===== config.mk =====
export PLATFORM = sky130hd
export DESIGN_NAME = hold_decoder_flat
export DESIGN_NICKNAME = d
export VERILOG_FILES = /design/src/rtl/hold_decoder_if.sv /design/src/rtl/hold_decoder.sv /design/src/flat_wrapper.sv
export SDC_FILE = /design/constraint.sdc
export NUM_CORES = 1
export LEC_CHECK = 0
export ABC_AREA = 1
export CAP_MARGIN = 0
export CELL_PAD_IN_SITES_DETAIL_PLACEMENT = 2
export CELL_PAD_IN_SITES_GLOBAL_PLACEMENT = 2
export CORE_MARGIN = 5
export CORE_UTILIZATION = 27
export CTS_CLUSTER_DIAMETER = 80
export DETAILED_ROUTE_END_ITERATION = 8
export HOLD_SLACK_MARGIN = 0.12
export MAX_ROUTING_LAYER = met4
export PLACE_DENSITY = 0.86
export SLEW_MARGIN = 20
export SYNTH_ARGS = -nofsm -noshare
export SYNTH_HDL_FRONTEND = slang
export SYNTH_SLANG_ARGS = --single-unit

===== constraint.sdc =====
create_clock -name clk -period 1.3 [get_ports clk]
set_input_delay 0.13 -clock clk [delete_from_list [all_inputs] [get_ports clk]]
set_output_delay 0.13 -clock clk [all_outputs]
set_load 0.01 [all_outputs]

===== src/rtl/hold_decoder_if.sv =====
// hold_decoder_if: select handshake and decoded-output bundle for hold_decoder.
interface hold_decoder_if #(parameter int SEL_W = 3);
  localparam int OUT_W = 1 << SEL_W;
  logic             in_valid;
  logic             in_ready;
  logic [SEL_W-1:0] sel;
  logic             scan_start;
  logic [OUT_W-1:0] out;
  logic             busy;
  logic             done;
  modport master(output in_valid, sel, scan_start, input in_ready, out, busy, done);
  modport slave(input in_valid, sel, scan_start, output in_ready, out, busy, done);
endinterface


===== src/rtl/hold_decoder.sv =====
// hold_decoder: registered one-hot decoder holding each output HOLD_CYCLES cycles.
// Define HOLD_DECODER_SCAN_EN to add the scan_start walk through every output.
module hold_decoder #(
  parameter int SEL_W       = 3,
  parameter int HOLD_CYCLES = 4
) (
  input logic          clk,
  input logic          rst_n,
  hold_decoder_if.slave bus
);
  localparam int OUT_W = 1 << SEL_W;
  localparam int CNT_W = $clog2(HOLD_CYCLES) + 1;
  localparam logic [CNT_W-1:0] RELOAD = CNT_W'(HOLD_CYCLES - 1);
  typedef enum logic [1:0] {IDLE, HOLD, SCAN} state_t;
  state_t           state_q, state_d;
  logic [CNT_W-1:0] cnt_q, cnt_d;
  logic [OUT_W-1:0] out_q, out_d;
  logic             done_q, done_d;
  logic             last, ready, accept, scan_go;
`ifdef HOLD_DECODER_SCAN_EN
  logic [SEL_W-1:0] idx_q, idx_d;
  assign scan_go = (state_q == IDLE) && bus.scan_start;
`else
  logic unused_scan;
  assign unused_scan = bus.scan_start;
  assign scan_go     = 1'b0;
`endif
  assign last   = (cnt_q == '0);
  assign ready  = ((state_q == IDLE) && !scan_go) || ((state_q == HOLD) && last);
  assign accept = bus.in_valid && ready;
  always_comb begin
    state_d = state_q;
    cnt_d   = cnt_q;
    out_d   = out_q;
    done_d  = 1'b0;
`ifdef HOLD_DECODER_SCAN_EN
    idx_d   = idx_q;
`endif
    case (state_q)
      IDLE: begin
        if (scan_go) begin
          state_d = SCAN;
          cnt_d   = RELOAD;
          out_d   = OUT_W'(1);
`ifdef HOLD_DECODER_SCAN_EN
          idx_d   = '0;
`endif
        end else if (accept) begin
          state_d = HOLD;
          cnt_d   = RELOAD;
          out_d   = OUT_W'(1) << bus.sel;
        end
      end
      HOLD: begin
        if (!last) cnt_d = cnt_q - 1'b1;
        else begin
          done_d  = 1'b1;
          cnt_d   = accept ? RELOAD : cnt_q;
          out_d   = accept ? OUT_W'(1) << bus.sel : '0;
          state_d = accept ? HOLD : IDLE;
        end
      end
`ifdef HOLD_DECODER_SCAN_EN
      SCAN: begin
        if (!last) cnt_d = cnt_q - 1'b1;
        else if (idx_q == '1) begin
          done_d  = 1'b1;
          out_d   = '0;
          state_d = IDLE;
        end else begin
          idx_d = idx_q + 1'b1;
          cnt_d = RELOAD;
          out_d = out_q << 1;
        end
      end
`endif
      default: state_d = IDLE;
    endcase
  end
  always_ff @(posedge clk or negedge rst_n) begin
    if (!rst_n) begin
      state_q <= IDLE;
      cnt_q   <= '0;
      out_q   <= '0;
      done_q  <= 1'b0;
    end else begin
      state_q <= state_d;
      cnt_q   <= cnt_d;
      out_q   <= out_d;
      done_q  <= done_d;
    end
  end
`ifdef HOLD_DECODER_SCAN_EN
  always_ff @(posedge clk or negedge rst_n) begin
    if (!rst_n) idx_q <= '0;
    else        idx_q <= idx_d;
  end
`endif
  assign bus.in_ready = ready;
  assign bus.out      = out_q;
  assign bus.busy     = (state_q != IDLE);
  assign bus.done     = done_q;
endmodule


===== src/flat_wrapper.sv =====
// flat-port wrapper written by rule: the top's interface ports become plain ports
module hold_decoder_flat 
#(
  parameter int SEL_W       = 3,
  parameter int HOLD_CYCLES = 4
)
  (clk, rst_n, bus_in_valid, bus_sel, bus_scan_start, bus_in_ready, bus_out, bus_busy, bus_done);
  hold_decoder_if #(.SEL_W(SEL_W)) bus_i ();
  input logic clk;
  input logic rst_n;
  input wire logic [$bits(bus_i.in_valid)-1:0] bus_in_valid;
  input wire logic [$bits(bus_i.sel)-1:0] bus_sel;
  input wire logic [$bits(bus_i.scan_start)-1:0] bus_scan_start;
  output wire logic [$bits(bus_i.in_ready)-1:0] bus_in_ready;
  output wire logic [$bits(bus_i.out)-1:0] bus_out;
  output wire logic [$bits(bus_i.busy)-1:0] bus_busy;
  output wire logic [$bits(bus_i.done)-1:0] bus_done;
  assign bus_i.in_valid = bus_in_valid;
  assign bus_i.sel = bus_sel;
  assign bus_i.scan_start = bus_scan_start;
  assign bus_in_ready = bus_i.in_ready;
  assign bus_out = bus_i.out;
  assign bus_busy = bus_i.busy;
  assign bus_done = bus_i.done;
  hold_decoder #(.SEL_W(SEL_W), .HOLD_CYCLES(HOLD_CYCLES)) u_core (.clk(clk), .rst_n(rst_n), .bus(bus_i));
endmodule

## Yosys cells after proc, flatten, opt, wreduce, memory -nomap -nowiden

Cells that the tools add are included.
Widths: inputs -> output; s select.

| word-level totals | value |
|---|---|
| register bits | 14 |
| bits of input ports | 7 |
| output and inout bits | 11 |
| word-level logic and storage cells | 31 |

| cells by class | value |
|---|---|
| $add $sub $neg | 1 |
| equality and inequality tests | 3 |
| shifts and indexed selects | 1 |
| multiplexer cells | 13 |
| reductions and logical operators | 9 |

Operator list:

| operator | number |
|---|---|
| $mux 8 | 3 |
| $pmux 8 s2 | 1 |
| $shl 1x3->8 const A | 1 |
| $mux 3 | 2 |
| $pmux 3 s2 | 1 |
| $mux 2 | 2 |
| $ne 2x1->1 const B | 2 |
| $pmux 2 s2 | 1 |
| $reduce_bool 2->1 | 2 |
| $logic_not 3->1 | 1 |
| $mux 1 | 3 |
| $reduce_and 3->1 | 1 |
| $sub 3x1->3 const B | 1 |
| $eq 2x1->1 const B | 1 |
| $logic_and 1x1->1 | 2 |
| $logic_not 2->1 | 1 |
| $reduce_and 2->1 | 1 |
| $logic_or 1x1->1 | 1 |

## Longest topological paths before layout

| depth | value |
|---|---|
| depth after elaboration | 7 |
| depth in mapped cells | 7 |

## Worst setup path before layout

OpenSTA, ideal clock, no wires.

| timing path | value |
|---|---|
| kind | flip-flop to flip-flop |
| start point | register u_core.cnt_q[0] |
| end point | register u_core.out_q[0], in the netlist u_core.bus.out[0] |
| data arrival time | 1.025 ns |
| data required time | 1.183 ns |
| slack | 0.159 ns |
| cell stages (with the launch flop) | 8 |
| path buffers | 0 |
| period minus slack after synthesis | 1.141 ns |
| cells stage by stage | dfrtp_1 > inv_1 > ha_1 > inv_1 > nor2_1 > nand2_2 > nand3_1 > nand2_1 |

| between the ends | value |
|---|---|
| cells in the longest elaborated chain, start to end | 7 |

RTL lines:

| item | line | source |
|---|---|---|
| start: declaration | hold_decoder.sv:16 | `logic [CNT_W-1:0] cnt_q, cnt_d;` |
| start signal: assignment | hold_decoder.sv:88 | `cnt_q <= cnt_d;` |
| $logic_not 3->1 (*) | hold_decoder.sv:28 | `assign last = (cnt_q == '0);` |
| $logic_and 1x1->1 | hold_decoder.sv:29 | `assign ready = ((state_q == IDLE) && !scan_go) \|\| ((state_q == HOLD) && last);` |
| $logic_or 1x1->1 | hold_decoder.sv:29 |  |
| $logic_and 1x1->1 | hold_decoder.sv:30 | `assign accept = bus.in_valid && ready;` |
| $mux 8 | hold_decoder.sv:59 | `out_d = accept ? OUT_W'(1) << bus.sel : '0;` |
| $mux 8 | hold_decoder.sv:55 | `if (!last) cnt_d = cnt_q - 1'b1;` |
| $pmux 8 s2 | hold_decoder.sv:39 | `case (state_q)` |
| end signal: assignment | hold_decoder.sv:89 | `out_q <= out_d;` |
| end: declaration | hold_decoder.sv:17 | `logic [OUT_W-1:0] out_q, out_d;` |

Every way passes the cells marked *; elsewhere a longest branch is shown, timed or not. The select of a mux whose other input is x is not followed.
A chain may end at the register's enable or synchronous reset.

## Worst setup path after layout

| timing path | value |
|---|---|
| start point | register u_core.cnt_q[0] |
| end point | output port bus_in_ready |

| between the ends | value |
|---|---|
| cells in the longest elaborated chain, start to end | 3 |

RTL lines:

| item | line | source |
|---|---|---|
| $logic_not 3->1 | hold_decoder.sv:28 |  |
| $logic_and 1x1->1 | hold_decoder.sv:29 |  |
| $logic_or 1x1->1 | hold_decoder.sv:29 |  |
| end: declaration | flat_wrapper.sv:14 | `output wire logic [$bits(bus_i.in_ready)-1:0] bus_in_ready;` |

Every way passes these cells.

==> impl_metrics.json <==
{
  "dpl_cell_area_um2": 951,
  "met2_usage_pct": 25.4,
  "finalWirelength_um": 2510,
  "worstPathRequired_ns": 1.17,
  "antenna_found_initial": 0,
  "finClkSkew_ns": 0.00240,
  "htree_num_levels": 1,
  "power.leakage_nw": 0.617,
  "drtPass1Iterations": 2,
  "synth.avg_cell_area_um2": 8.53,
  "drc": 0,
  "slowest_stage": "dfrtp_1",
  "status": "finished clean",
  "critPathKind": "reg -> out",
  "fin_ws_ns": 0.00270,
  "vias": 686,
  "yosys_warnings": 0,
  "worstPathMaxFanout": 2,
  "synth_nets": 92,
  "maxCapViolCount": 0,
  "final_net_count": 130,
  "dp_cells": 136,
  "cts_tree": "built",
  "synth_area_um2": 708,
  "setup_viol": 0,
  "synth_top_area_share_pct": 45.9,
  "grt_pass1_wl_um": 3740,
  "viasPerCell": 4.57,
  "grt_pass1_vias": 759,
  "n_antenna_cell": 0,
  "grt_max_degree": 14,
  "rsz0062_at_grt": "yes",
  "clk_latency_ns": 0.28,
  "wire_per_inst_um": 16.7,
  "layoutNonFillerInstCount": 150,
  "hold_viol_final": 0,
  "drive_above_1_share_pct": 35.8,
  "overflow": 0,
  "ant_nets": 0,
  "numClockSinks": 13,
  "fmax_ghz": 0.771,
  "die_y_um": 61.2,
  "drv_slew": 0,
  "grt-busiest-layer": "met2",
  "critical-path-max-stage-delay_ns": 0.41,
  "cts_buffers": 3,
  "start_kind": "register",
  "grt_util_met1_pct": 16.5,
  "ctsHoldBuffers": 0,
  "portBuffers": 16,
  "mostFrequentLayoutCell": "nand2_1",
  "path_buf_inv": 2,
  "die_w_um": 61.2,
  "place_congestion": 0.773,
  "cellPowerDensity_nw_per_um2": 2360,
  "drtIter0Drc": 4,
  "finalCritPeriodShare_pct": 99.8,
  "fin_util_pct": 43.7,
  "final_cell_area_um2": 1090,
  "core_um2": 2500,
  "clock_path_buffers": 2,
  "rr_worst_depth": 8,
  "crit_top_cell": "nand2_4",
  "cts_root_buf": "clkbuf_4",
  "grt.met3_usage_pct": 0.839,
  "vdd_drop_max_uv": 1390,
  "place_ws_ns": -0.171,
  "postSynthCellCount": 83,
  "relSlewSlack_pct": 83.7,
  "path_cells": "inv_2 > ha_4 > nand2_4 > nand2_4 > buf_6",
  "crit_family": "flip-flops",
  "hold_path.class": "in -> async",
  "dp_hpwl_um": 1720,
  "ios": 18,
  "worstMarginPinSlew_ns": 0.244,
  "die_area_um2": 3750,
  "timing.final.crit_period_ns": 1.30,
  "final_cell_mix": "nand2_1 (19), buf_4 (16), dfrtp_1 (12)",
  "start_util_pct": 28.3,
  "synth_area_leaders": "dfrtp_1 (46%), nand2_1 (10%), nand3_2 (9.9%), nand3_1 (7.8%), inv_1 (6.4%)",
  "endpoint_kind": "primary output",
  "path_depth": 5,
  "worstPathArrival_ns": 1.17,
  "clk_pin_slew_ns": 0.09,
  "synthToLayoutAreaGrowth_pct": 54.4,
  "rows": 18,
  "synth_cell_types": 13,
  "yosysTopAreaCell": "dfrtp_1",
  "grt_use_total_pct": 14.6,
  "ys_ff_latch": 13,
  "ys_seq_area_share_pct": 45.9
}
timing repair:
item                       in CTS  in global routing
gates resized for setup        19                  8
pin swaps                       1                  3
setup endpoints to repair      21                 12
setup buffers                   2                  8
hold endpoints to repair        0                  0
synthesized netlist by cell type:
master and count:
buf_6 2, dfrtp_1 13, ha_1 2, inv_1 12
inv_2 1, nand2_1 19, nand2_2 2, nand2_4 2
nand3_1 11, nand3_2 7, nor2_1 10, o21ai_2 1
xor2_1 1
area by class of cell:
cell class / instances / area (µm²)
Fill cell: 279 / 1410
Inverter: 13 / 48.8
Tap cell: 30 / 37.5
Multi-Input combinational cell: 55 / 337
Clock buffer: 4 / 26.3
Sequential cell: 13 / 327
Timing Repair Buffer: 35 / 318
final timing paths:
path	slack [ns]	from	end
worst max-delay path	0.003	u_core.cnt_q[0]	bus_in_ready
worst min-delay path	0.15	rst_n	u_core.bus.out[3]
worst max register to register	0.03	u_core.cnt_q[0]	u_core.bus.out[7]
worst min register to register	0.51	u_core.bus.out[3]	u_core.bus.out[3]
max in group asynchronous	0.97	rst_n	u_core.state_q[0]
min in group clk	0.51	u_core.bus.out[3]	u_core.bus.out[3]
through the flow:
stage	total power, mW	hold WS, ns	setup TNS (ns)
after floorplan	1.32	-0.166	0
after global placement	1.83	0.450	-0.107
after detailed placement	1.95	0.456	-0.525
after CTS	2.23	0.145	0
after global routing	2.78	0.159	-0.547
final	2.58	0.155	0
kinds of logic (layout without fill, tap and decap cells):
group	count (synthesis)	count (layout)	synth area share (%)
buffers and inverters	15	52	10.1
adder cells (fa/ha/maj)	2	2	3.53
flip-flops	13	13	45.9
XOR/XNOR	1	1	1.24
AO/OA/AOI/OAI	1	1	1.24
AND/OR/NAND/NOR	51	51	38.0
where the power goes:
part	internal, mW	total [mW]	switching [mW]
Combinational	0.817	1.63	0.810
Sequential	0.582	0.683	0.101
Clock	0.119	0.265	0.146
layer usage:
| metal | part of all wire [%] | vias up | wire length, µm |
|---|---|---|---|
| li1 | - | 328 | - |
| met1 | 45 | 339 | 1130 |
| met2 | 51 | 13 | 1290 |
| met3 | 1.5 | 6 | 38 |
| met4 | 2.2 | 0 | 55 |
| met5 | 0 | - | 0 |
state kept, by name (all words and copies together), names as in the netlist:
register and count:
u_core.bus.done 1, u_core.bus.out 8, u_core.cnt_q 3, u_core.state_q 1
Note: power is estimated with default switching activity, not from simulation.
